==> config.mk <==
export PLATFORM = sky130hd
export DESIGN_NAME = clkmon_edge_counter
export DESIGN_NICKNAME = d
export VERILOG_FILES = /design/src/rtl/clkmon_edge_counter.sv
export SDC_FILE = /design/constraint.sdc
export NUM_CORES = 1
export LEC_CHECK = 0
export BUFFER_PORTS_ARGS = -buffer_cell sky130_fd_sc_hd__buf_2
export CAP_MARGIN = 20
export CELL_PAD_IN_SITES_DETAIL_PLACEMENT = 0
export CELL_PAD_IN_SITES_GLOBAL_PLACEMENT = 1
export CORE_ASPECT_RATIO = 0.6
export CORE_MARGIN = 5
export CORE_UTILIZATION = 37
export CTS_BUF_LIST = sky130_fd_sc_hd__clkbuf_16
export DETAILED_ROUTE_END_ITERATION = 8
export PLACE_DENSITY_LB_ADDON = 0.2
export SYNTH_ARGS = -nofsm -noshare
export SYNTH_HDL_FRONTEND = slang
export SYNTH_SLANG_ARGS = --single-unit
==> constraint.sdc <==
create_clock -name CLK -period 1.6 [get_ports CLK]
set_clock_uncertainty 0.15 [all_clocks]
set_input_delay 0.24 -clock CLK [delete_from_list [all_inputs] [get_ports CLK]]
set_output_delay 0.24 -clock CLK [all_outputs]
set_load 0.03 [all_outputs]
==> src/rtl/clkmon_edge_counter.sv <==
// Clock-net edge counter: counts synchronized rising edges of I over a fixed
// window of CLK cycles and flags counts outside [LO_TH, HI_TH] or stuck at zero.
module clkmon_edge_counter #(
    parameter int unsigned WIN_CYCLES  = 256,
    parameter int unsigned CNT_W       = 8,
    parameter int unsigned SYNC_STAGES = 2
) (
    input  logic             CLK,
    input  logic             RST,
    input  logic             EN,
    input  logic             I,
    input  logic [CNT_W-1:0] LO_TH,
    input  logic [CNT_W-1:0] HI_TH,
    output logic [CNT_W-1:0] CNT,
    output logic             VALID,
    output logic             FAIL,
    output logic             STUCK,
    output logic             BUSY
);
    localparam int unsigned WIN_W = $clog2(WIN_CYCLES);
    localparam int unsigned ARM_W = $clog2(SYNC_STAGES);
    localparam logic [WIN_W-1:0] WIN_LAST = WIN_W'(WIN_CYCLES - 1);
    localparam logic [ARM_W-1:0] ARM_LAST = ARM_W'(SYNC_STAGES - 1);

    typedef enum logic [1:0] {IDLE, ARM, COUNT, REPORT} state_t;

    state_t                 state, state_nx;
    logic [ARM_W-1:0]       arm_cnt, arm_cnt_nx;
    logic [WIN_W-1:0]       win_cnt, win_cnt_nx;
    logic [CNT_W-1:0]       edge_cnt, edge_cnt_nx;
    logic [SYNC_STAGES-1:0] sync_q;
    logic                   prev_q;
    logic                   rise;

    always_ff @(posedge CLK) begin
        if (RST) begin
            sync_q <= '0;
            prev_q <= 1'b0;
        end else begin
            sync_q <= {sync_q[SYNC_STAGES-2:0], I};
            prev_q <= sync_q[SYNC_STAGES-1];
        end
    end

    assign rise = sync_q[SYNC_STAGES-1] & ~prev_q;

    always_comb begin
        state_nx    = state;
        arm_cnt_nx  = arm_cnt;
        win_cnt_nx  = win_cnt;
        edge_cnt_nx = edge_cnt;
        case (state)
            IDLE: begin
                if (EN) begin
                    state_nx   = ARM;
                    arm_cnt_nx = '0;
                end
            end
            ARM: begin
                if (!EN) begin
                    state_nx = IDLE;
                end else if (arm_cnt == ARM_LAST) begin
                    state_nx    = COUNT;
                    win_cnt_nx  = '0;
                    edge_cnt_nx = '0;
                end else begin
                    arm_cnt_nx = arm_cnt + 1'b1;
                end
            end
            COUNT: begin
                if (!EN) begin
                    state_nx = IDLE;
                end else begin
                    if (rise && !(&edge_cnt)) edge_cnt_nx = edge_cnt + 1'b1;
                    if (win_cnt == WIN_LAST) state_nx = REPORT;
                    else win_cnt_nx = win_cnt + 1'b1;
                end
            end
            REPORT: begin
                // A rise seen while reporting seeds the next window so none is lost.
                if (EN) begin
                    state_nx    = COUNT;
                    win_cnt_nx  = '0;
                    edge_cnt_nx = CNT_W'(rise);
                end else begin
                    state_nx = IDLE;
                end
            end
            default: state_nx = IDLE;
        endcase
    end

    always_ff @(posedge CLK) begin
        if (RST) begin
            state    <= IDLE;
            arm_cnt  <= '0;
            win_cnt  <= '0;
            edge_cnt <= '0;
        end else begin
            state    <= state_nx;
            arm_cnt  <= arm_cnt_nx;
            win_cnt  <= win_cnt_nx;
            edge_cnt <= edge_cnt_nx;
        end
    end

    always_ff @(posedge CLK) begin
        if (RST) begin
            CNT   <= '0;
            VALID <= 1'b0;
            FAIL  <= 1'b0;
            STUCK <= 1'b0;
        end else begin
            VALID <= (state == REPORT);
            if (state == REPORT) begin
                CNT   <= edge_cnt;
                FAIL  <= (edge_cnt < LO_TH) || (edge_cnt > HI_TH);
                STUCK <= (edge_cnt == '0);
            end
        end
    end

    assign BUSY = (state != IDLE);

endmodule

**Word-level counts from Yosys, hierarchy flattened**

Index checks and enable logic that the tools add are counted.

- Flip-flop bits (word level): 33
- Bits of input ports: 20
- Output and inout bits: 12
- Logic and storage cells: 64

- Add/sub/neg operators: 3
- Order comparisons: 2
- Equal/unequal tests: 13
- Muxes and demuxes: 21
- Bitwise operators: 2
- Reductions and logical operators: 13

Operators with widths:

| cell | number |
|---|---|
| two-way mux 8 bit | 8 |
| one-hot mux 8 bit (3 select lines) | 2 |
| adder 8 x 1 -> 8 bit (second input constant) | 2 |
| != test 2 bit (second input constant) | 7 |
| two-way mux 2 bit | 6 |
| AND reduction 6 bit | 2 |
| equality test 8 bit (second input constant) | 1 |
| greater-than comparator 8 bit | 1 |
| zero test 8 bit | 1 |
| < comparator 8 bit | 1 |
| one-hot mux 2 bit (4 select lines) | 1 |
| AND reduction 8 bit | 1 |
| != test 3 bit (second input constant) | 2 |
| AND reduction 3 bit | 2 |
| equality test 2 bit (second input constant) | 2 |
| nonzero test 2 bit | 2 |
| two-way mux 1 bit | 3 |
| nonzero test 3 bit | 1 |
| equality test 2 x 1 -> 1 bit (second input constant) | 1 |
| zero test 2 bit | 1 |
| one-hot mux 1 bit (2 select lines) | 1 |
| adder 1 bit (second input constant) | 1 |
| bitwise AND 1 bit | 1 |
| logical AND 1 bit | 1 |
| 3 further kinds | 3 |

**Longest topological paths before layout**

- Depth in word-level cells: 6
- Gate-level depth with buffers: 7
- Gate-level depth less buffers: 7

**Least setup slack after synthesis**

OpenSTA, ideal clock, no wires.

- Kind: register to register
- Start point: reg edge_cnt[1]
- End point: reg edge_cnt[3]
- Setup time: 146 ps
- Arrival time: 1427 ps
- Required time: 1304 ps
- Path slack: -123 ps
- Cell stages (with the launch flop): 7
- Path buffers: 0
- Clock period less this slack: 1723 ps
- Cells stage by stage: dfxtp_1 > ha_1 > nand3_1 > nor3_2 > nor3_4 > a41oi_1 > a31oi_1

- Cells in the longest elaborated chain, start to end: 5
- Elaborated cells on any way between the ends: 9
- Those cells by class: add/sub (1); eq/ne (1); mux (3); reduce/logical (4)

Ends and longest elaborated chain:

| what | line | source |
|---|---|---|
| from (decl) | 30 | `logic [CNT_W-1:0] edge_cnt, edge_cnt_nx;` |
| from (signal assigned) | 103 | `edge_cnt <= edge_cnt_nx;` |
| parallel branches: the longest is 5 deep, another holds adder 8 x 1 -> 8 bit | -- |  |

Parallel ways; which one is timed is not known. The select of a mux whose other input is x is not followed.
A chain may end at the register's enable or synchronous reset.

**Worst setup path after layout**

- Start point: reg edge_cnt[6]
- End point: reg FAIL

- Cells in the longest elaborated chain, start to end: 2
- Elaborated cells on any way between the ends: 3
- Those cells by class: order compare (2); reduce/logical (1)

Ends and longest elaborated chain:

| what | line | source |
|---|---|---|
| < comparator 8 bit or greater-than comparator 8 bit (tied branches) | 117 | `FAIL <= (edge_cnt < LO_TH) \|\| (edge_cnt > HI_TH);` |
| logical OR 1 bit (*) | 117 |  |
| to (signal assigned) | 117 |  |
| to (decl) | 16 | `output logic FAIL,` |

Mark *: on every way between the ends. The rest lies on a longest branch, timed or not.

==> metrics <==
violated checks setup timing; # IOs 32; clk buf depth 2; internal power 1.61 mW; P_leak 1.22 nW; Worst-Margin Slew 0.348 ns; Yosys warning count 0; largest cells by area after synthesis dfxtp_1 36%, ha_1 12%, nand2_1 6.6%; dominant cell type by area after synthesis dfxtp_1; required time of the critical path 1.60 ns; Synth async-reset ratio 0%; Peak VDD IR roughly 0.00038 V; setup ws final -0.0813 ns; number of global-route vias before repair 1,683; clk slew on worst S/H paths ~0.05 ns; Crit Path Class reg -> reg; Mean Syn Cell Area 8.09 sq um; PwrDens around 750 mW/mm^2; worst endpoint data arrival time about 1.7 ns; Initial Utilization 39.1%; Congestion Overflow GR 0; Final #Nets between 300 and 400; routability cong. between 0.8 and 0.9; TritonCTS clock tree yes; #FFs+latches synth 33; Die ar. 0.00650 sq mm; sequential fraction of the synthesis area 36.1%; GRT Total Usage about 16%; Final Slew Violations 0; vias per cell slightly above 5; Worst Hold Class in -> reg; Worst Path Max Fanout 4; Sequential Power Share 40.8%; clock network fraction of total power ~53%; syn_nets 264; Gate power share 6.4%; synthesized cell area 0.00183 sq mm; Synth cell types 38; largest net degree at the start of global routing 24; post-route insts no fill 363; Final Hold Vio Count 0; layout cells sized above 1 37.0%; Yosys top cell area share between 30% and 40%; unrepaired setup endpoints after global routing yes; Die W 101 um; P&R area growth vs syn 47.7%; Top FF cell, synth dfxtp_1; clk sinks 33; CP startpoint kind flip-flop; status finished, violations left; Filler cells about 430; initial antenna violation count 0; DRC errors left 0; post-route ant nets 0; Net Sw Frac 20.9%; CP Capture Type flip-flop; NetSw 0.426 mW; post-route clock period utilization 105%; placed cell count 352; depth of the CTS H-tree 2; Slew HR 76.8%; hold slack 0.0210 ns; Cells after Synth 226; via count 1,844; row count 19; global-route wire length before repair 8.33 mm; Core Footprint 0.00468 sq mm; wire per inst roughly 14 um; min cycle time layout 1.68 ns; Buffers on Ports 31; drt first pass iters 4; max-capacitance violation count 0; Post-DP HPWL 3.79 mm; antenna fix cells 0; drt first-iter violations 128; worst skew pair latency 0.28 ns; Root Buffer clkbuf_16; Max Freq a little under 600 MHz; final WL 5.20 mm; final setup fails 4; Die Ht between 60 and 70 um; CTS buffer count 5; EDFF count, synth 0
==> routing by layer <==
metal | vias up | share of wire (%) | GRT usage [%]
met3 | 5 | 7.3 | 4.07
met2 | 54 | 39 | 20.8
met4 | 0 | 0.65 | 4.03
met5 | - | 0 | 0
met1 | 830 | 53 | 26.4
li1 | 955 | - | -
==> cell type report <==
cell class	count	area (sq um)	share of cell area [%]
Clock buffer	5	125	4.63
Multi-Input combinational cell	167	1210	44.9
Timing Repair Buffer	75	510	18.9
Tap cell	63	78.8	2.92
Clock inverter	3	37.5	1.39
Sequential cell	33	673	24.9
Inverter	17	63.8	2.36
==> layout by cell type (no fill, tap or decap), types with 3 or more instances in the layout <==
| cell type | synthesis | final |
|---|---|---|
| a21oi_1 | 19 | 18 |
| a31oi_1 | 11 | 9 |
| buf_2 | 3 | 30 |
| buf_4 | 0 | 39 |
| buf_6 | 1 | 6 |
| clkbuf_16 | 0 | 5 |
| dfxtp_1 | 33 | 25 |
| dfxtp_2 | 0 | 7 |
| ha_1 | 18 | 17 |
| inv_1 | 17 | 18 |
| nand2_1 | 32 | 32 |
| nand2b_1 | 4 | 4 |
| nand3_1 | 12 | 10 |
| nor2_1 | 13 | 13 |
| nor2b_1 | 6 | 5 |
| nor3_1 | 7 | 4 |
| nor3_2 | 2 | 3 |
| nor3_4 | 1 | 3 |
| o211ai_1 | 4 | 4 |
| o21ai_0 | 8 | 3 |
| o21ai_1 | 0 | 5 |
| o31ai_1 | 5 | 4 |
==> cells in the mapped netlist (2+ instances only) <==
cell,n
and3_1,2
o31ai_1,5
nor3_1,7
ha_1,18
nand2_1,32
o21ai_0,8
buf_2,3
a31oi_1,11
clkbuf_1,5
o211ai_1,4
nand3_1,12
inv_1,17
dfxtp_1,33
a21oi_1,19
nor2b_1,6
nand4_1,2
nand2b_1,4
a21o_1,2
a41oi_1,2
nor3_2,2
mux2i_1,2
a2111oi_0,2
nor2_1,13
==> power by group through the flow <==
stage | sequential [mW] | combinational, mW | clock [mW]
after floorplan | 0.848 | 0.0617 | 0
after CTS | 0.832 | 0.125 | 1.09
after global placement | 0.850 | 0.118 | 0
final | 0.831 | 0.131 | 1.08
after detailed placement | 0.850 | 0.119 | 0
after global routing | 0.831 | 0.148 | 1.14
==> worst paths after layout <==
kind / cells past startpoint / startpoint / slack [ns] / end
min reg2reg: 1 / sync_q[0] / 0.29 / sync_q[1]
min: 2 / I / 0.02 / sync_q[0]
max reg2reg: 5 / edge_cnt[6] / -0.08 / FAIL
max: 5 / edge_cnt[6] / -0.08 / FAIL
==> timing repair <==
| action | 4_1_cts | 5_1_grt |
|---|---|---|
| resized for setup | 12 | 30 |
| pin swaps | 3 | 7 |
| setup buffers | 1 | 2 |
| endpoints found under the setup margin | 14 | 19 |
| gates cloned | 0 | 0 |
| hold buffers | 0 | 0 |
==> through the flow <==
stage	power (mW)	area [sq um]	TNS [ns]	utilization (%)	worst slack, ns
floorplan	0.909	1850	0	-	0.00180
global placement	0.968	2350	-1.16	50.2	-0.139
detailed placement	0.968	2350	-1.23	50.2	-0.208
CTS	2.05	2550	-0.113	54.5	-0.100
global route	2.12	2700	-1.10	57.7	-0.212
finish	2.04	2700	-0.101	57.7	-0.0813
==> logic make-up (layout without fill, tap and decap cells) <==
| kind of cell | after synthesis | count (layout) | share of synthesized area, % |
|---|---|---|---|
| AO/OA/AOI/OAI | 57 | 57 | 19.3 |
| adder cells (fa/ha/maj) | 18 | 18 | 12.3 |
| AND/OR/NAND/NOR | 90 | 90 | 25.2 |
| flip-flops | 33 | 33 | 36.1 |
| buffers and inverters | 26 | 100 | 5.95 |
| multiplexers | 2 | 2 | 1.09 |
==> state kept, by name, indices dropped and copies added, names as in the netlist <==
register	count
prev_q	1
state	2
win_cnt	8
FAIL	1
CNT	8
VALID	1
STUCK	1
arm_cnt	1
edge_cnt	8
sync_q	2
==> critical path: stages, from the launching register on <==
cell	delay, ns
dfxtp_2	0.34
ha_1	0.32
a21oi_1	0.17
a21boi_0	0.13
a2111oi_2	0.34
o22ai_1	0.11
(Power assumes the default switching activity.)
